## src/rtl/cacheline_arbiter_pkg.sv

```systemverilog
// Shared line geometry and state/source encodings for the cacheline arbiter.
// Both caches reuse LINE_WIDTH/LINE_OFFSET from here.
package mem_types;

    localparam int LINE_WIDTH  = 256;
    localparam int LINE_OFFSET = 5;

    typedef enum logic [1:0] {
        IDLE = 2'd0,
        BUSY = 2'd1,
        RESP = 2'd2
    } arb_state_t;

    typedef enum logic [1:0] {
        SRC_NONE = 2'd0,
        SRC_I    = 2'd1,
        SRC_D    = 2'd2
    } arb_src_t;

endpackage

```

## src/rtl/cacheline_arbiter_if.sv

```systemverilog
// Bundle of icache, dcache and memory-side signals around the cacheline arbiter.
// slave is the arbiter's view; master is the environment's view.
interface cacheline_arbiter_if #(
    parameter int ADDR_WIDTH = 32,
    parameter int LINE_WIDTH = 256
);
    logic [ADDR_WIDTH-1:0] i_addr;
    logic                  i_read;
    logic [LINE_WIDTH-1:0] i_rdata;
    logic                  i_resp;
    logic [ADDR_WIDTH-1:0] d_addr;
    logic                  d_read;
    logic                  d_write;
    logic [LINE_WIDTH-1:0] d_wdata;
    logic [LINE_WIDTH-1:0] d_rdata;
    logic                  d_resp;
    logic [ADDR_WIDTH-1:0] m_addr;
    logic                  m_read;
    logic                  m_write;
    logic [LINE_WIDTH-1:0] m_wdata;
    logic [LINE_WIDTH-1:0] m_rdata;
    logic                  m_resp;

    modport slave (
        input  i_addr, i_read, d_addr, d_read, d_write, d_wdata, m_rdata, m_resp,
        output i_rdata, i_resp, d_rdata, d_resp, m_addr, m_read, m_write, m_wdata
    );

    modport master (
        output i_addr, i_read, d_addr, d_read, d_write, d_wdata, m_rdata, m_resp,
        input  i_rdata, i_resp, d_rdata, d_resp, m_addr, m_read, m_write, m_wdata
    );
endinterface

```

## src/rtl/cacheline_arb_pick.sv

```systemverilog
// Combinational winner select between icache and dcache requests.
// CACHELINE_ARB_RR_EN switches from fixed dcache priority to round-robin.
module cacheline_arb_pick
    import mem_types::*;
(
    input  logic     i_i_req,
    input  logic     i_d_req,
`ifdef CACHELINE_ARB_RR_EN
    input  logic     i_last_d,
`endif
    output arb_src_t o_winner
);

    // Winner select; on a tie the round-robin build favours whoever did not win last.
    always_comb begin
        o_winner = SRC_NONE;
`ifdef CACHELINE_ARB_RR_EN
        if (i_i_req && i_d_req) begin
            o_winner = i_last_d ? SRC_I : SRC_D;
        end else if (i_d_req) begin
            o_winner = SRC_D;
        end else if (i_i_req) begin
            o_winner = SRC_I;
        end else begin
            o_winner = SRC_NONE;
        end
`else
        if (i_d_req) begin
            o_winner = SRC_D;
        end else if (i_i_req) begin
            o_winner = SRC_I;
        end else begin
            o_winner = SRC_NONE;
        end
`endif
    end

endmodule

```

## src/rtl/cacheline_arbiter_chk.sv

```systemverilog
// Protocol checks on the arbiter's requester and memory sides.
module cacheline_arbiter_chk #(
    parameter int ADDR_WIDTH = 32
) (
    input logic                  clk,
    input logic                  rst,
    input logic                  i_read,
    input logic                  i_resp,
    input logic [ADDR_WIDTH-1:0] i_addr,
    input logic                  d_read,
    input logic                  d_write,
    input logic                  d_resp,
    input logic [ADDR_WIDTH-1:0] d_addr,
    input logic                  m_resp,
    input logic                  busy
);

    a_d_rw_excl: assert property (@(posedge clk) disable iff (!rst)
        !(d_read && d_write));

    a_i_addr_stable: assert property (@(posedge clk) disable iff (!rst)
        (i_read && !i_resp) |=> (!i_read || $stable(i_addr)));

    a_d_addr_stable: assert property (@(posedge clk) disable iff (!rst)
        ((d_read || d_write) && !d_resp) |=> (!(d_read || d_write) || $stable(d_addr)));

    a_m_resp_busy: assert property (@(posedge clk) disable iff (!rst)
        m_resp |-> busy);

endmodule

```

## src/rtl/cacheline_arbiter.sv

```systemverilog
// Non-pipelined icache/dcache to memory cacheline arbiter (IDLE/BUSY/RESP).
// Optional round-robin arbitration under CACHELINE_ARB_RR_EN.
module cacheline_arbiter #(
    parameter int ADDR_WIDTH = 32,
    parameter int LINE_WIDTH = 256
) (
    input logic                clk,
    input logic                rst,
    cacheline_arbiter_if.slave bus
);
    import mem_types::*;

    localparam logic [ADDR_WIDTH-1:0] ADDR_MASK =
        {{(ADDR_WIDTH - mem_types::LINE_OFFSET){1'b1}}, {mem_types::LINE_OFFSET{1'b0}}};

    arb_state_t            r_state, w_state_nxt;
    arb_src_t              r_owner, w_owner_nxt, w_winner;
    logic [ADDR_WIDTH-1:0] r_m_addr, w_m_addr_nxt;
    logic                  r_m_read, w_m_read_nxt;
    logic                  r_m_write, w_m_write_nxt;
    logic [LINE_WIDTH-1:0] r_m_wdata, w_m_wdata_nxt;
    logic [LINE_WIDTH-1:0] r_i_rdata, w_i_rdata_nxt;
    logic [LINE_WIDTH-1:0] r_d_rdata, w_d_rdata_nxt;
    logic                  r_i_resp, w_i_resp_nxt;
    logic                  r_d_resp, w_d_resp_nxt;
    logic                  w_d_req;

    assign w_d_req = bus.d_read | bus.d_write;

`ifdef CACHELINE_ARB_RR_EN
    logic r_last_d;

    // Last-owner record for round-robin, updated on every grant.
    always_ff @(posedge clk or negedge rst) begin
        if (!rst) begin
            r_last_d <= 1'b0;
        end else if ((r_state == IDLE) && (w_winner != SRC_NONE)) begin
            r_last_d <= (w_winner == SRC_D);
        end else begin
            r_last_d <= r_last_d;
        end
    end

    cacheline_arb_pick u_pick (
        .i_i_req  (bus.i_read),
        .i_d_req  (w_d_req),
        .i_last_d (r_last_d),
        .o_winner (w_winner)
    );
`else
    cacheline_arb_pick u_pick (
        .i_i_req  (bus.i_read),
        .i_d_req  (w_d_req),
        .o_winner (w_winner)
    );
`endif

    // Next-state and next-output logic; a write wins if dcache raises both read and write.
    always_comb begin
        w_state_nxt   = r_state;
        w_owner_nxt   = r_owner;
        w_m_addr_nxt  = r_m_addr;
        w_m_read_nxt  = r_m_read;
        w_m_write_nxt = r_m_write;
        w_m_wdata_nxt = r_m_wdata;
        w_i_rdata_nxt = r_i_rdata;
        w_d_rdata_nxt = r_d_rdata;
        w_i_resp_nxt  = 1'b0;
        w_d_resp_nxt  = 1'b0;
        case (r_state)
            IDLE: begin
                if (w_winner == SRC_D) begin
                    w_owner_nxt   = SRC_D;
                    w_state_nxt   = BUSY;
                    w_m_addr_nxt  = bus.d_addr & ADDR_MASK;
                    w_m_wdata_nxt = bus.d_wdata;
                    w_m_write_nxt = bus.d_write;
                    w_m_read_nxt  = ~bus.d_write;
                end else if (w_winner == SRC_I) begin
                    w_owner_nxt   = SRC_I;
                    w_state_nxt   = BUSY;
                    w_m_addr_nxt  = bus.i_addr & ADDR_MASK;
                    w_m_wdata_nxt = {LINE_WIDTH{1'b0}};
                    w_m_write_nxt = 1'b0;
                    w_m_read_nxt  = 1'b1;
                end else begin
                    w_state_nxt = IDLE;
                end
            end
            BUSY: begin
                if (bus.m_resp) begin
                    w_state_nxt   = RESP;
                    w_m_read_nxt  = 1'b0;
                    w_m_write_nxt = 1'b0;
                    if (r_owner == SRC_I) begin
                        w_i_rdata_nxt = bus.m_rdata;
                        w_i_resp_nxt  = 1'b1;
                    end else if (r_owner == SRC_D) begin
                        w_d_rdata_nxt = r_m_write ? r_d_rdata : bus.m_rdata;
                        w_d_resp_nxt  = 1'b1;
                    end else begin
                        w_state_nxt = RESP;
                    end
                end else begin
                    w_state_nxt = BUSY;
                end
            end
            RESP: begin
                w_state_nxt = IDLE;
                w_owner_nxt = SRC_NONE;
            end
            default: begin
                w_state_nxt = IDLE;
                w_owner_nxt = SRC_NONE;
            end
        endcase
    end

    // State and registered outputs; reset abandons any transaction silently.
    always_ff @(posedge clk or negedge rst) begin
        if (!rst) begin
            r_state   <= IDLE;
            r_owner   <= SRC_NONE;
            r_m_addr  <= {ADDR_WIDTH{1'b0}};
            r_m_read  <= 1'b0;
            r_m_write <= 1'b0;
            r_m_wdata <= {LINE_WIDTH{1'b0}};
            r_i_rdata <= {LINE_WIDTH{1'b0}};
            r_d_rdata <= {LINE_WIDTH{1'b0}};
            r_i_resp  <= 1'b0;
            r_d_resp  <= 1'b0;
        end else begin
            r_state   <= w_state_nxt;
            r_owner   <= w_owner_nxt;
            r_m_addr  <= w_m_addr_nxt;
            r_m_read  <= w_m_read_nxt;
            r_m_write <= w_m_write_nxt;
            r_m_wdata <= w_m_wdata_nxt;
            r_i_rdata <= w_i_rdata_nxt;
            r_d_rdata <= w_d_rdata_nxt;
            r_i_resp  <= w_i_resp_nxt;
            r_d_resp  <= w_d_resp_nxt;
        end
    end

    assign bus.m_addr  = r_m_addr;
    assign bus.m_read  = r_m_read;
    assign bus.m_write = r_m_write;
    assign bus.m_wdata = r_m_wdata;
    assign bus.i_rdata = r_i_rdata;
    assign bus.i_resp  = r_i_resp;
    assign bus.d_rdata = r_d_rdata;
    assign bus.d_resp  = r_d_resp;

    cacheline_arbiter_chk #(.ADDR_WIDTH(ADDR_WIDTH)) u_chk (
        .clk     (clk),
        .rst     (rst),
        .i_read  (bus.i_read),
        .i_resp  (r_i_resp),
        .i_addr  (bus.i_addr),
        .d_read  (bus.d_read),
        .d_write (bus.d_write),
        .d_resp  (r_d_resp),
        .d_addr  (bus.d_addr),
        .m_resp  (bus.m_resp),
        .busy    (r_state == BUSY)
    );

endmodule

```

## src/flat_wrapper.sv

```systemverilog
// flat-port wrapper written by rule: the top's interface ports become plain ports
module cacheline_arbiter_flat import mem_types::*;
#(
    parameter int ADDR_WIDTH = 32,
    parameter int LINE_WIDTH = 256
)
  (clk, rst, bus_i_addr, bus_i_read, bus_d_addr, bus_d_read, bus_d_write, bus_d_wdata, bus_m_rdata, bus_m_resp, bus_i_rdata, bus_i_resp, bus_d_rdata, bus_d_resp, bus_m_addr, bus_m_read, bus_m_write, bus_m_wdata);
  cacheline_arbiter_if #(.ADDR_WIDTH(ADDR_WIDTH), .LINE_WIDTH(LINE_WIDTH)) bus_i ();
  input logic clk;
  input logic rst;
  input wire logic [$bits(bus_i.i_addr)-1:0] bus_i_addr;
  input wire logic [$bits(bus_i.i_read)-1:0] bus_i_read;
  input wire logic [$bits(bus_i.d_addr)-1:0] bus_d_addr;
  input wire logic [$bits(bus_i.d_read)-1:0] bus_d_read;
  input wire logic [$bits(bus_i.d_write)-1:0] bus_d_write;
  input wire logic [$bits(bus_i.d_wdata)-1:0] bus_d_wdata;
  input wire logic [$bits(bus_i.m_rdata)-1:0] bus_m_rdata;
  input wire logic [$bits(bus_i.m_resp)-1:0] bus_m_resp;
  output wire logic [$bits(bus_i.i_rdata)-1:0] bus_i_rdata;
  output wire logic [$bits(bus_i.i_resp)-1:0] bus_i_resp;
  output wire logic [$bits(bus_i.d_rdata)-1:0] bus_d_rdata;
  output wire logic [$bits(bus_i.d_resp)-1:0] bus_d_resp;
  output wire logic [$bits(bus_i.m_addr)-1:0] bus_m_addr;
  output wire logic [$bits(bus_i.m_read)-1:0] bus_m_read;
  output wire logic [$bits(bus_i.m_write)-1:0] bus_m_write;
  output wire logic [$bits(bus_i.m_wdata)-1:0] bus_m_wdata;
  assign bus_i.i_addr = bus_i_addr;
  assign bus_i.i_read = bus_i_read;
  assign bus_i.d_addr = bus_d_addr;
  assign bus_i.d_read = bus_d_read;
  assign bus_i.d_write = bus_d_write;
  assign bus_i.d_wdata = bus_d_wdata;
  assign bus_i.m_rdata = bus_m_rdata;
  assign bus_i.m_resp = bus_m_resp;
  assign bus_i_rdata = bus_i.i_rdata;
  assign bus_i_resp = bus_i.i_resp;
  assign bus_d_rdata = bus_i.d_rdata;
  assign bus_d_resp = bus_i.d_resp;
  assign bus_m_addr = bus_i.m_addr;
  assign bus_m_read = bus_i.m_read;
  assign bus_m_write = bus_i.m_write;
  assign bus_m_wdata = bus_i.m_wdata;
  cacheline_arbiter #(.ADDR_WIDTH(ADDR_WIDTH), .LINE_WIDTH(LINE_WIDTH)) u_core (.clk(clk), .rst(rst), .bus(bus_i));
endmodule
```

## config.mk

```make
export PLATFORM = sky130hd
export DESIGN_NAME = cacheline_arbiter_flat
export DESIGN_NICKNAME = d
export VERILOG_FILES = /design/src/rtl/cacheline_arbiter_pkg.sv /design/src/rtl/cacheline_arbiter_if.sv /design/src/rtl/cacheline_arb_pick.sv /design/src/rtl/cacheline_arbiter_chk.sv /design/src/rtl/cacheline_arbiter.sv /design/src/flat_wrapper.sv
export SDC_FILE = /design/constraint.sdc
export NUM_CORES = 1
export LEC_CHECK = 0
export ABC_AREA = 1
export BUFFER_PORTS_ARGS = -buffer_cell sky130_fd_sc_hd__clkbuf_2
export CORE_AREA = 8 8 539 541
export CTS_BUF_LIST = sky130_fd_sc_hd__clkbuf_8
export DETAILED_ROUTE_END_ITERATION = 10
export DIE_AREA = 0 0 547 549
export GPL_ROUTABILITY_DRIVEN = 0
export PLACE_DENSITY = 0.3
export SLEW_MARGIN = 40
export SYNTH_ARGS = -nofsm -noshare
export SYNTH_HDL_FRONTEND = slang
export SYNTH_HIERARCHICAL = 1
export SYNTH_SLANG_ARGS = --single-unit
```

## constraint.sdc

```tcl
create_clock -name clk -period 1.7 [get_ports clk]
set_input_delay 0.085 -clock clk [delete_from_list [all_inputs] [get_ports clk]]
set_output_delay 0.085 -clock clk [all_outputs]
set_load 0.1 [all_outputs]
```

After elaboration in Yosys (flattened, before gate mapping)

Index checks and enable logic that the tools add are counted.

Mux-type cells: 27
Bitwise operators: 5
Equality and inequality tests: 7
Reductions and logical operators: 8

Operators by type and width:

| kind                                                   | count |
|---|---|
| 2-to-1 mux 256 bit                                     | 2 |
| 2-to-1 mux 32 bit                                      | 2 |
| 2-to-1 mux 1 bit                                       | 14 |
| 2-to-1 mux 2 bit                                       | 5 |
| case mux 2 bit (2 select lines)                        | 2 |
| == test 2 x 1 -> 1 bit (second input constant)         | 3 |
| AND reduction 3 bit                                    | 2 |
| AND reduction 5 bit                                    | 1 |
| == test 2 bit (second input constant)                  | 2 |
| inverter 1 bit                                         | 4 |
| case mux 1 bit (2 select lines)                        | 2 |
| AND reduction 2 bit                                    | 2 |
| nonzero test 2 bit                                     | 2 |
| inequality test 3 x 1 -> 1 bit (second input constant) | 1 |
| zero test 2 bit                                        | 1 |
| inequality test 2 bit (second input constant)          | 1 |
| OR 1 bit                                               | 1 |

Register bits: 808
Input port bits: 582
Logic and storage cells: 57
Output and inout bits: 804

Logic depth before layout (Yosys ltp)

Gate-level depths: netlist (run 1).

Depth after elaboration: 6
Depth in mapped cells: 11
Depth with buffers taken out: 9

Modules after synthesis

The synthesis (run 1) kept the hierarchy.

Modules (own cells, without submodules):

| module             | instances | seq. area each (sq um) | area each (sq um) | cells an instance |
|---|---|---|---|---|
| cacheline_arbiter  | 1         | 20094.3                | 31340.1           | 3548 |
| cacheline_arb_pick | 1         | 0.0                    | 17.5              | 3 |

Worst setup path before layout (run 1)

OpenSTA, ideal clock, no wires.

Kind: register to register
From: register u_core.r_m_write (netlist: u_core/bus.m_write)
To: register u_core.r_d_rdata[215] (netlist: u_core/bus.d_rdata[215])
Data arrival time: 1.895 ns
Required time: 1.633 ns
Cell stages (with the launch flop): 7
Period minus slack after synthesis: 1.961 ns
Path buffers: 2
Path slack: -0.261 ns
Library setup time: 0.067 ns
Cell sequence: dfrtp_1 > clkinv_1 > nand2_1 > buf_2 > buf_2 > nand2_1 > nand2_1

Longest elaborated chain between the ends: 2

Ends and longest elaborated chain:

| item                          | RTL line                 | text |
|---|---|---|
| start, declared               | cacheline_arbiter.sv:20  | `logic r_m_write, w_m_write_nxt;` |
| start signal, assigned        | cacheline_arbiter.sv:137 | `r_m_write <= w_m_write_nxt;` |
| inverter 1 bit (no line)      | --                       |  |
| AND reduction 5 bit (no line) | --                       |  |
| end signal, assigned          | cacheline_arbiter.sv:129 | `r_d_rdata <= {LINE_WIDTH{1'b0}};` |
| end signal, assigned          | cacheline_arbiter.sv:140 | `r_d_rdata <= w_d_rdata_nxt;` |
| end, declared                 | cacheline_arbiter.sv:23  | `logic [LINE_WIDTH-1:0] r_d_rdata, w_d_rdata_nxt;` |

Every way passes these cells.
A chain may end at the register's enable or synchronous reset.

Final worst setup path (run 1)

From: register u_core.r_m_wdata[98] (netlist: u_core/bus.m_wdata[98])
To: output bus_m_wdata[98]

RTL lines:

| item                   | RTL line                 | text |
|---|---|---|
| start, declared        | cacheline_arbiter.sv:21  | `logic [LINE_WIDTH-1:0] r_m_wdata, w_m_wdata_nxt;` |
| start signal, assigned | cacheline_arbiter.sv:127 | `r_m_wdata <= {LINE_WIDTH{1'b0}};` |
| start signal, assigned | cacheline_arbiter.sv:138 | `r_m_wdata <= w_m_wdata_nxt;` |
| end, declared          | flat_wrapper.sv:26       | `output wire logic [$bits(bus_i.m_wdata)-1:0] bus_m_wdata;` |

No word-level cell between the ends.

==> impl_results.md, run 1 <==
* Status: finished, violations left
* Failing checks: negative setup slack
* Area of the multi-input gates at 10500 µm²
* CP top delay family: flip-flops
* Initial Util at 0.111
* Max-cap check violation count at 0
* Hold Vio Cnt, Final at 0
* Worst hold path type: in -> reg
* Num rows at 195
* Full die area at 300000 µm²
* I/O Buffers at around 1400
* Top Metal Used: met5
* Synth top area share at 0.641
* WP data arrival at about 1.7 ns
* Register area at 20200 µm²
* Final period util at 1.07
* Unique masters post-synth at 20
* CTS Sinks at 803
* Worst path max stage delay at 0.53 ns
* Filler instances at 29500
* Root Driver: clkbuf_8
* I/O pins at 1386
* Worst Setup End Kind: output pin
* Vias in the first global route at 39400
* Tmin final at approximately 1.8 ns
* Worst setup path class: reg -> out
* Initial DRC count at 2081
* Gr ovfl total at 0
* Clock Tree Buf Depth at 4
* Met1 Wirelength at between 100000 and 150000 µm
* Nets at between 7000 and 8000
* F_max at 549 MHz
* Remaining antenna violation count at 0
* Synth Register Bits at about 800
* Worst Path Buf+Inv at 1
* Post-synthesis cell area at 31400 µm²
* Ys async rst share at 1.00
* Cell with the most instances after synthesis: nand2_1
* Required time worst endpoint at between 1.5 and 2 ns
* Wire length per cell at 23.9 µm
* Largest net degree at the start of global routing at 98
* Layout cells sized above 1 at 0.356
* CP Launch Type: flip-flop
* RSZ-0062 raised after global routing: yes
* Area growth syn-to-layout at 146%
* Antenna violations before repair at 121
* EDFF count, synth at 0
* Core area at 281000 µm²
* Syn. warnings at 6
* Worst-path fanout max at 2
* Worst-Margin Slew at 0.670 ns
* Worst path cell trace: clkbuf_16
* Final Max Slew Viols at 0
* Commonest cells post-synth: 1965 x nand2_1, 803 x dfrtp_1, 259 x nand3_1
* Post-synthesis sequential area ratio at 0.641
* Area leader, netlist: dfrtp_1
* Slew margin rel. at 0.553
* Met2 wire length at 117000 µm
* Synthesized instance count at 3551
* CTS tree: yes
* Tot GR Track Use at 0.154
* Syn_area_per_cell at 8.83 µm²
* Worst Skew at 0.0391 ns
* Dominant synthesized flop cell: dfrtp_1
* Horiz. Die Dim at 547 µm
* Worst Setup Slack, final at -0.121 ns
* Clk Latency, worst-skew pair at 0.93 ns
* Cts bufs inserted at 172
* Routed vias/inst at 3.58
* H-Tree Depth at 4
* Synth area leaders: dfrtp_1 64%, nand2_1 24%, nand3_1 4.1%
* Die H at 549 µm
* DRT Wirelength at ~250000 µm
* DR pass1 iterations at 5
* Met3 Wirelength at 21800 µm
* Crit-path slowest cell: dfrtp_2
* Global-route wire length before repair at 330000 µm
* Post-Route Utilization at 0.274
* Routed via count at ~37000
* DRC errors left at 0
* Setup violators final at 41
* Clock-pin slew on the worst setup and hold paths at 0.06 ns
* Final HPWL DP at 190000 µm
layer usage:
metal	GRT usage	vias up
li1	-	17000
met5	0	-
met2	0.261	1596
met3	0.0558	408
met1	0.185	18000
met4	0.0424	50
sequential cells by signal, summed over array words and instances, names as in the netlist:
register	cells
u_core/bus.d_rdata	256
u_core/bus.i_rdata	256
u_core/bus.m_wdata	256
u_core/bus.m_addr	27
u_core/r_owner	2
u_core/r_state	2
u_core/bus.d_resp	1
u_core/bus.i_resp	1
u_core/bus.m_read	1
u_core/bus.m_write	1
worst min-delay path: cells and delay by family:
kind          cells  cell delay (ns)
simple gates      2             0.09
buf+inv           2             0.75
through the flow:
step | hold WS [ns] | worst slack [ns] | area [µm²] | std cells | TNS, ns
3_3_place_gp | 0.00643 | -0.409 | 44500 | 8650 | -80.38
2_1_floorplan | -0.211 | -0.0151 | 31400 | 3555 | -1.75
6_report | 0.0981 | -0.121 | 77200 | 10400 | -1.44
5_1_grt | 0.0445 | -0.214 | 77100 | 10400 | -33.00
3_5_place_dp | 0.00994 | -0.416 | 44500 | 8650 | -88.96
4_1_cts | 0.000407 | -0.249 | 74500 | 10200 | -54.40
repair_timing:
item                                    CTS  global route
pin swaps                                 3            22
endpoints found under the hold margin  1606             1
setup buffers                           175           131
gates cloned                              7            22
setup endpoints to repair               903          1121
hold buffers                           1049             1
gates resized for setup                2363           350
final cells by class:
cell class / count / share of cell area
Antenna cell: 43 / 0.00139
Clock buffer: 216 / 0.0385
Clock inverter: 81 / 0.00660
Inverter: 10 / 0.000584
Multi-Input combinational cell: 2501 / 0.136
Sequential cell: 803 / 0.262
Tap cell: 3743 / 0.0607
Timing Repair Buffer: 2973 / 0.494
cells by family (layout without fill, tap and decap cells):
family / count (synthesis) / after routing / share of synthesized area
AND/OR/NAND/NOR: 2232 / 2233 / 0.278
flip-flops: 803 / 803 / 0.641
AO/OA/AOI/OAI: 261 / 261 / 0.0417
buffers and inverters: 252 / 3280 / 0.0385
adder cells (fa/ha/maj): 2 / 2 / 0.000798
other: 1 / 48 / 0.000120
cell usage in the layout (no fill, tap or decap), types with 2 or more instances in the layout:
master | netlist | final
nand2_8 | 0 | 3
conb_1 | 1 | 5
bufinv_16 | 0 | 4
nor2_4 | 1 | 4
nand3_1 | 259 | 256
clkinvlp_4 | 0 | 2
buf_16 | 0 | 18
inv_2 | 4 | 6
buf_6 | 1 | 16
clkbuf_16 | 0 | 647
clkinv_8 | 0 | 3
dlygate4sd3_1 | 0 | 1048
buf_8 | 0 | 30
nand2_2 | 0 | 45
diode_2 | 0 | 43
o21ai_1 | 90 | 91
buf_4 | 28 | 424
inv_1 | 5 | 59
dfrtp_1 | 803 | 717
inv_8 | 0 | 3
nand3_2 | 0 | 2
buf_12 | 0 | 202
clkbuf_8 | 0 | 233
nand2_1 | 1965 | 1893
dfrtp_2 | 0 | 86
o21ai_0 | 169 | 167
o22ai_1 | 2 | 2
clkbuf_2 | 0 | 570
clkinv_2 | 0 | 10
nand2_4 | 0 | 25
nor2_2 | 2 | 2
inv_6 | 0 | 3
path summary, 6_finish.rpt:
| path | startpoint | endpoint | slack (ns) | depth (start not counted) |
|---|---|---|---|---|
| worst max-delay path | u_core/bus.m_wdata[98]$_DFFE_PN0P_ | bus_m_wdata[98] | -0.12 | 1 |
| worst min-delay path | bus_m_rdata[10] | u_core/bus.i_rdata[10]$_DFFE_PN0P_ | 0.1 | 4 |
| worst max register to register | u_core/r_state[1]$_DFF_PN0_ | u_core/bus.d_rdata[138]$_DFFE_PN0P_ | -0.02 | 8 |
| worst min register to register | u_core/bus.i_rdata[4]$_DFFE_PN0P_ | u_core/bus.i_rdata[4]$_DFFE_PN0P_ | 0.48 | 2 |
| max in group asynchronous | rst | u_core/bus.m_wdata[150]$_DFFE_PN0P_ | 0.42 | 6 |
| min in group asynchronous | rst | u_core/bus.i_rdata[42]$_DFFE_PN0P_ | 0.37 | 4 |
Power of run 1 is left out: the tool's default activity adds up to more than one toggle a clock period on the data nets, which glitch-free logic cannot reach.
==> inputs of run 2 (changes only) <==
--- a/config.mk
+++ b/config.mk
@@ -7,14 +7,13 @@
 export LEC_CHECK = 0
 export ABC_AREA = 1
 export BUFFER_PORTS_ARGS = -buffer_cell sky130_fd_sc_hd__clkbuf_2
-export CORE_AREA = 8 8 539 541
+export CORE_AREA = 8 8 541 543
 export CTS_BUF_LIST = sky130_fd_sc_hd__clkbuf_8
 export DETAILED_ROUTE_END_ITERATION = 10
-export DIE_AREA = 0 0 547 549
+export DIE_AREA = 0 0 549 551
 export GPL_ROUTABILITY_DRIVEN = 0
 export PLACE_DENSITY = 0.3
 export SLEW_MARGIN = 40
 export SYNTH_ARGS = -nofsm -noshare
 export SYNTH_HDL_FRONTEND = slang
-export SYNTH_HIERARCHICAL = 1
 export SYNTH_SLANG_ARGS = --single-unit
==> run 2 against run 1 <==
The run still ends with negative setup slack left. Non-clock buffer count is 57 higher. Critical path type is now in -> reg. Global-route usage is 0.58 points lower. Die area is 0.73% higher. Highest routed layer unchanged. Wire length is 0.88% higher. Clock skew is 0.026 ns higher. Worst hold slack worse by 0.023 ns. Synthesized cell count stayed put. Register-to-register slack worse by 0.06 ns.
==> impl_results.md, run 2 <==
* Area growth syn-to-layout at 150%
* Failing checks: negative setup slack
* Syn_area_per_cell at 8.89 µm² (+0.69%)
* Required time worst endpoint at 2.55 ns (+0.93 ns)
* Remaining antenna violation count at 0 (unchanged)
* Num rows at 196 (+0.51%)
* Cts bufs inserted at 175 (+1.7%)
* Met3 Wirelength at 18900 µm (-13%)
* Hold Vio Cnt, Final at 0 (unchanged)
* P per Cell Area at 2400 nW/µm²
* Global-route wire length before repair at 323000 µm (-2.3%)
* Core area at 284000 µm² (+0.95%)
* Gr ovfl total at 0 (unchanged)
* DRC errors left at 0 (unchanged)
* Worst path cell trace: clkbuf_2 -> dlygate4sd3_1 -> nor2_4 -> inv_2 -> buf_8 -> nand2_1 -> dlygate4sd3_1 -> nand2_1 -> dlygate4sd3_1 -> nand2_1 -> nand2_1
* CTS Sinks at 803 (unchanged)
* Tot GR Track Use at 0.149 (-0.00575)
* Synthesized instance count at 3551 (unchanged)
* Routed vias/inst at 3.58 (+0.24%)
* Setup violators final at 143 (+250%)
* Worst-Margin Slew at 0.567 ns (-0.103 ns)
* Clock Tree Buf Depth at 4 (unchanged)
* Initial DRC count at 1996 (-4.1%)
* CTS tree: yes
* Worst Setup End Kind: flip-flop
* Cell internal pwr at 0.0858 W
* DR pass1 iterations at 5 (unchanged)
* Initial Util at 0.111 (-0.000285)
* Ys async rst share at 1.00 (unchanged)
* CP Launch Type: input port
* Full die area at 302000 µm² (+0.73%)
* Power, Total at 0.189 W
* Switch share at 0.547
* Root Driver: clkbuf_8
* Filler instances at 29800 (+1.0%)
* Met2 wire length at 123000 µm (+5.6%)
* I/O pins at 1386 (unchanged)
* Crit-path slowest cell: dlygate4sd3_1
* Clock-pin slew on the worst setup and hold paths at 0.06 ns (about the same)
* Post-synthesis sequential area ratio at 0.636 (-0.00439)
* Unique masters post-synth at 19 (-5.0%)
* Worst path max stage delay at 0.66 ns (+0.13 ns)
* Synth top area share at 0.636 (-0.00439)
* Syn. warnings at 0 (-6)
* F_max at 536 MHz (-2.4%)
* Reg2reg path depth at 9 (+1)
* Leak at a little under 40 nW
* Vias in the first global route at 39800 (+1.1%)
* Wire length per cell at 23.9 µm (about the same)
* Worst-path fanout max at 27 (+25)
* Register area at 20200 µm² (-0.24%)
* Clk Latency, worst-skew pair at 0.91 ns (-0.02 ns)
* Cell with the most instances after synthesis: nand2_1
* Final instance area at 78900 µm² (+2.3%)
* Clock power frac at 0.116
* EDFF count, synth at 0 (unchanged)
* WHS Path Cells at 6 (+2)
* Worst setup path class: in -> reg
* Leading cell type in the layout, fill and taps excluded: nand2_1
* Final period util at 1.10 (+0.0268)
* H-Tree Depth at 4 (unchanged)
* Met1 Wirelength at 99400 µm (-1.6%)
* Tmin final at 1.87 ns (+0.0456 ns)
* Synth area leaders: dfrtp_1 64%, nand2_1 23%, nand3_1 4.1%
* Area of the multi-input gates at 11200 µm² (+7.2%)
* Worst Setup Slack, final at -0.167 ns (-0.0456 ns)
* Largest net degree at the start of global routing at 84 (-14%)
* WP data arrival at 2.72 ns (+0.98 ns)
* Synth Register Bits at 803 (unchanged)
* Horiz. Die Dim at 549 µm (+0.37%)
* Worst Skew at 0.0650 ns (+0.0258 ns)
* Post-synthesis cell area at 31600 µm² (+0.69%)
* Area after DPL at 44400 µm² (-0.31%)
* Layout cells sized above 1 at 0.369 (+0.0126)
* Comb power frac at 0.692
* Commonest cells after routing, fill and taps aside: 1717 x nand2_1, 1136 x dlygate4sd3_1, 755 x dfrtp_1
* DRT Wirelength at 250000 µm (+0.88%)
* Pre-CTS setup slack at -0.100 ns (+0.316 ns)
* Die H at 551 µm (+0.36%)
* Top Metal Used: met5
* Dominant synthesized flop cell: dfrtp_1
* Crit path top cell by count: nand2_1
* Flop pwr share at 0.192
* RSZ-0062 raised after global routing: yes
* Nets at 7104 (+0.84%)
* Max-cap check violation count at 0 (unchanged)
* Switching power total at approximately 0.10 W
* Slew margin rel. at 0.622 (+0.0686)
* Final HPWL DP at 175000 µm (-8.0%)
* Final Max Slew Viols at 0 (unchanged)
* Status: finished, violations left
* Worst vdd ir at 1.72 mV
* I/O Buffers at 1370 (unchanged)
* Routed via count at 37500 (+1.1%)
* Area leader, netlist: dfrtp_1
* Worst hold path type: in -> reg
* Antenna violations before repair at 136 (+12%)
* Commonest cells post-synth: 1969 x nand2_1, 803 x dfrtp_1, 260 x nand3_1
run 2: cell types whose count changed after synthesis, sizes merged:
cell / before / now
clkinv: 1 / 0
o22ai: 2 / 0
o21ai: 259 / 258
a21oi: 0 / 1
nand2: 1965 / 1970
nor2: 7 / 6
ha: 2 / 0
buf: 150 / 173
clkbuf: 92 / 68
nand3b: 0 / 1
nand3: 259 / 260
run 2: per-stage QoR:
step | cells | utilization | hold slack (ns) | TNS (ns)
after detailed placement | 8617 | 0.156 | 0.0516 | -4.82
after global placement | 8617 | 0.156 | 0.0475 | -5.92
after floorplan | 3555 | - | -0.211 | 0
after global routing | 10400 | 0.278 | -0.00716 | -75.43
after CTS | 10200 | 0.261 | 0.00389 | -69.50
final | 10500 | 0.278 | 0.0753 | -6.36
run 2: what timing repair did:
item / in CTS / in global routing
setup buffers: 152 / 140
pin swaps: 5 / 15
hold endpoints to repair: 1605 / 11
gates resized for setup: 2221 / 896
gates cloned: 19 / 56
endpoints found under the setup margin: 1339 / 1254
hold buffers: 1146 / 3
run 2: power by group through the flow:
| stage | Sequential, W | Combinational (W) | Clock, W |
|---|---|---|---|
| after global routing | 0.0373 | 0.135 | 0.0237 |
| after detailed placement | 0.0328 | 0.0944 | 0 |
| final | 0.0363 | 0.131 | 0.0219 |
| after floorplan | 0.0898 | 0.0116 | 0 |
| after global placement | 0.0328 | 0.0943 | 0 |
| after CTS | 0.0355 | 0.125 | 0.0229 |
run 2: metal layers:
metal,vias to the layer above,track usage
met1,18400,0.171
li1,17200,-
met4,84,0.0397
met2,1443,0.266
met3,386,0.0469
met5,-,0
run 2: cells by family (layout without fill, tap and decap cells):
| logic type | Yosys count | in the layout | synth area share |
|---|---|---|---|
| other cells | 1 | 67 | 0.000119 |
| buf+inv | 250 | 3333 | 0.0452 |
| flops | 803 | 803 | 0.636 |
| simple gates | 2238 | 2238 | 0.277 |
| compound gates | 259 | 259 | 0.0412 |
run 2: worst max-delay path, delay by kind of cell:
kind                   cells  cell delay, ns
AND/OR/NAND/NOR            5            0.33
buffers and inverters      6            2.29
run 2: layout make-up:
cell class              instances  share of cell area
repair buffers               3030               0.496
inverters                       9            0.000856
flip-flops and latches        803               0.255
diodes                         62             0.00197
repair inverters                1            0.000206
clock inverters                94             0.00828
multi-input cells            2502               0.142
well taps                    3762              0.0596
clock buffers                 199              0.0347
run 2: final timing paths:
kind                                                          start                                   to  slack, ns
worst max-delay path                                    bus_d_write     u_core.bus.m_addr[6]$_DFFE_PN0P_      -0.17
worst min-delay path                                    bus_d_write       u_core.bus.m_write$_DFFE_PN0P_       0.08
worst max register to register          u_core.r_state[0]$_DFF_PN0_  u_core.bus.i_rdata[165]$_DFFE_PN0P_      -0.08
worst min register to register  u_core.bus.m_wdata[130]$_DFFE_PN0P_  u_core.bus.m_wdata[130]$_DFFE_PN0P_       0.49
max in group asynchronous                                       rst   u_core.bus.i_rdata[26]$_DFFE_PN0P_       0.38
min in group asynchronous                                       rst  u_core.bus.d_rdata[151]$_DFFE_PN0P_       0.42
No activity file was read; power rests on OpenSTA's default activity.
==> inputs of run 3 (changes only) <==
--- a/config.mk
+++ b/config.mk
@@ -7,13 +7,15 @@
 export LEC_CHECK = 0
 export ABC_AREA = 1
 export BUFFER_PORTS_ARGS = -buffer_cell sky130_fd_sc_hd__clkbuf_2
-export CORE_AREA = 8 8 541 543
+export CORE_AREA = 8 8 539 541
 export CTS_BUF_LIST = sky130_fd_sc_hd__clkbuf_8
 export DETAILED_ROUTE_END_ITERATION = 10
-export DIE_AREA = 0 0 549 551
+export DIE_AREA = 0 0 547 549
 export GPL_ROUTABILITY_DRIVEN = 0
 export PLACE_DENSITY = 0.3
+export SETUP_SLACK_MARGIN = 0.3
 export SLEW_MARGIN = 40
 export SYNTH_ARGS = -nofsm -noshare
 export SYNTH_HDL_FRONTEND = slang
+export SYNTH_HIERARCHICAL = 1
 export SYNTH_SLANG_ARGS = --single-unit
==> run 3 against run 2 <==
The flow still finishes with violations (negative setup slack). Register-to-register slack lost 0.04 ns. Non-clock buffer count grew 89. Global-route usage grew 0.36 points. Sequential share of layout area shrank 0.23 points. Die area shrank 0.73%. Worst hold slack gained 0.046 ns. Largest cell class unchanged.
==> impl_results.md, run 3 (synthesis results as in run 1) <==
* Tot GR Track Use at 0.152 (+0.00364)
* Crit path top cell by count: buf_12
* CP endpoint: u_core/bus.d_rdata[170]$_DFFE_PN0P_
* Global-route wire length before repair at 328000 µm (+1.5%)
* Reg2reg path depth at 12 (+3)
* Clock Tree Buf Depth at 4 (unchanged)
* Tmin final at 1.82 ns (-0.0473 ns)
* Worst Setup SP: u_core/r_state[1]$_DFF_PN0_
* R2r endpoint: u_core/bus.d_rdata[170]$_DFFE_PN0P_
* CTS Sinks at 803 (unchanged)
* Worst path max stage delay at 0.39 ns (-0.27 ns)
* Clock-pin slew on the worst setup and hold paths at 0.06 ns (about the same)
* Remaining antenna violation count at 0 (unchanged)
* WP data arrival at 2.60 ns (-0.12 ns)
* Area after DPL at 44600 µm² (+0.45%)
* Crit-path slowest cell: dfrtp_1
* Worst Skew at 0.0763 ns (+0.0114 ns)
* Worst-Margin Slew at 0.514 ns (-0.0532 ns)
* CTS tree: yes
* R2R setup slack at -0.12 ns (-0.04 ns)
* Leading cell type in the layout, fill and taps excluded: nand2_1
* Routed vias/inst at 3.59 (about the same)
* Worst hold start: bus_m_rdata[18]
* Gr ovfl total at 0 (unchanged)
* Fin cells at 10500 (+0.39%)
* Layout cells sized above 1 at 0.367 (-0.00143)
* Worst Setup Slack, final at -0.120 ns (+0.0473 ns)
* Root Driver: clkbuf_8
* Required time worst endpoint at 2.48 ns (-0.07 ns)
* RSZ-0062 raised after global routing: yes
* CP Launch Type: flip-flop
* Full die area at 300000 µm² (-0.73%)
* Core area at 281000 µm² (-0.94%)
* Final HPWL DP at 180000 µm (+3.1%)
* Commonest cells after routing, fill and taps aside: 1773 x nand2_1, 1205 x dlygate4sd3_1, 730 x dfrtp_1
* Failing checks: negative setup slack
* Status: finished, violations left
* Nets at 7190 (+1.2%)
* Worst setup path class: reg -> reg
* DR pass1 iterations at 7 (+2)
* Vias in the first global route at 39900 (+0.22%)
* Number of placed instances, taps included at 8628 (+0.13%)
* Clk Latency, worst-skew pair at 0.95 ns (+0.04 ns)
* Worst Setup End Kind: flip-flop
* Largest net degree at the start of global routing at 75 (-11%)
* Slew margin rel. at 0.657 (+0.0355)
* Final instance area at 79800 µm² (+1.1%)
* Num rows at 195 (-0.51%)
* Initial DRC count at 2198 (+10%)
* Routed via count at 37700 (+0.41%)
* F_max at 550 MHz (+2.6%)
* Final Max Slew Viols at 0 (unchanged)
* Antenna violations before repair at 67 (-51%)
* Final period util at 1.07 (-0.0278)
* Post-Route Utilization at 0.284 (+0.00561)
* Initial Util at 0.111 (+0.000285)
* Worst-path fanout max at 6 (-78%)
* DRT Wirelength at 248000 µm (-0.51%)
* Pre-CTS setup slack at -0.239 ns (-0.139 ns)
* Horiz. Die Dim at 547 µm (-0.36%)
* I/O Buffers at 1370 (unchanged)
* H-Tree Depth at 4 (unchanged)
* Worst hold path type: in -> reg
* Area growth syn-to-layout at 154%
* Setup violators final at 389 (+170%)
* I/O pins at 1386 (unchanged)
* Max-cap check violation count at 0 (unchanged)
* Hold Vio Cnt, Final at 0 (unchanged)
* Reg2reg start: u_core/r_state[1]$_DFF_PN0_
* Cts bufs inserted at 172 (-1.7%)
* Worst path cell trace: inv_2 -> nand2_4 -> buf_6 -> nor2_4 -> buf_12 -> nand2_8 -> buf_12 -> buf_16 -> buf_12 -> buf_12 -> nand2_2 -> nand2_1
* Die H at 549 µm (-0.36%)
* Wire length per cell at 23.6 µm (-0.90%)
* DRC errors left at 0 (unchanged)
[run 3: changes by cell type in the layout (fill, tap and decap cells not counted), sizes merged, moves of 2 or more]
cell / delta
clkinvlp: -3
clkbuf: +129
o22ai: +2
buf: -96
diode: -42
dlygate4sd3: +69
ha: +2
nand2: -5
inv: +6
[run 3: how the worst min path moves through the flow]
stage / to / slack [ns] / cells past startpoint
finish: u_core/bus.d_rdata[18]$_DFFE_PN0P_ / 0.12 / 4
global placement: u_core/bus.m_wdata[13]$_DFFE_PN0P_ / 0.07 / 1
floorplan: u_core/bus.d_rdata[0]$_DFFE_PN0P_ / -0.21 / 0
detailed placement: u_core/bus.m_wdata[13]$_DFFE_PN0P_ / 0.07 / 1
global route: u_core/bus.d_rdata[18]$_DFFE_PN0P_ / 0.03 / 4
CTS: u_core/bus.m_wdata[2]$_DFFE_PN0P_ / -0.01 / 9
[run 3: layer usage]
| layer | up-vias | part of all wire | track usage |
|---|---|---|---|
| met5 | - | 0.0014 | 0 |
| met2 | 1470 | 0.45 | 0.241 |
| met3 | 354 | 0.10 | 0.0676 |
| li1 | 17400 | - | - |
| met4 | 54 | 0.027 | 0.0389 |
| met1 | 18400 | 0.42 | 0.189 |
[run 3: cell type report]
class                      instances  area, µm²
antenna                           20       50.0
clock buffer                     211       2900
clock inverter                    97        688
fill                           29300     202000
inverter                          10       52.6
multi-input combinational       2500      11100
sequential                       803      20200
tap                             3743       4680
timing repair buffer            3119      40000
[run 3: stage by stage]
stage | setup TNS, ns | hold slack, ns
detailed placement | -73.55 | 0.0651
global route | -114.62 | 0.0327
global placement | -77.35 | 0.0726
CTS | -93.72 | -0.0124
finish | -13.57 | 0.121
floorplan | 0 | -0.211
[run 3: critical path: cells and delay by family, from the launching register on]
kind          cells  cell delay, ns
flops             1            0.39
simple gates      5            0.38
buf+inv           7            0.92
[run 3: repair_timing]
action / CTS / global route
endpoints found under the hold margin: 1605 / 0
setup buffers: 200 / 65
pin swaps: 23 / 63
hold buffers: 1206 / 0
gates cloned: 29 / 47
gates resized for setup: 2446 / 364
endpoints found under the setup margin: 1581 / 1621
Power of run 3 is left out for the same reason.
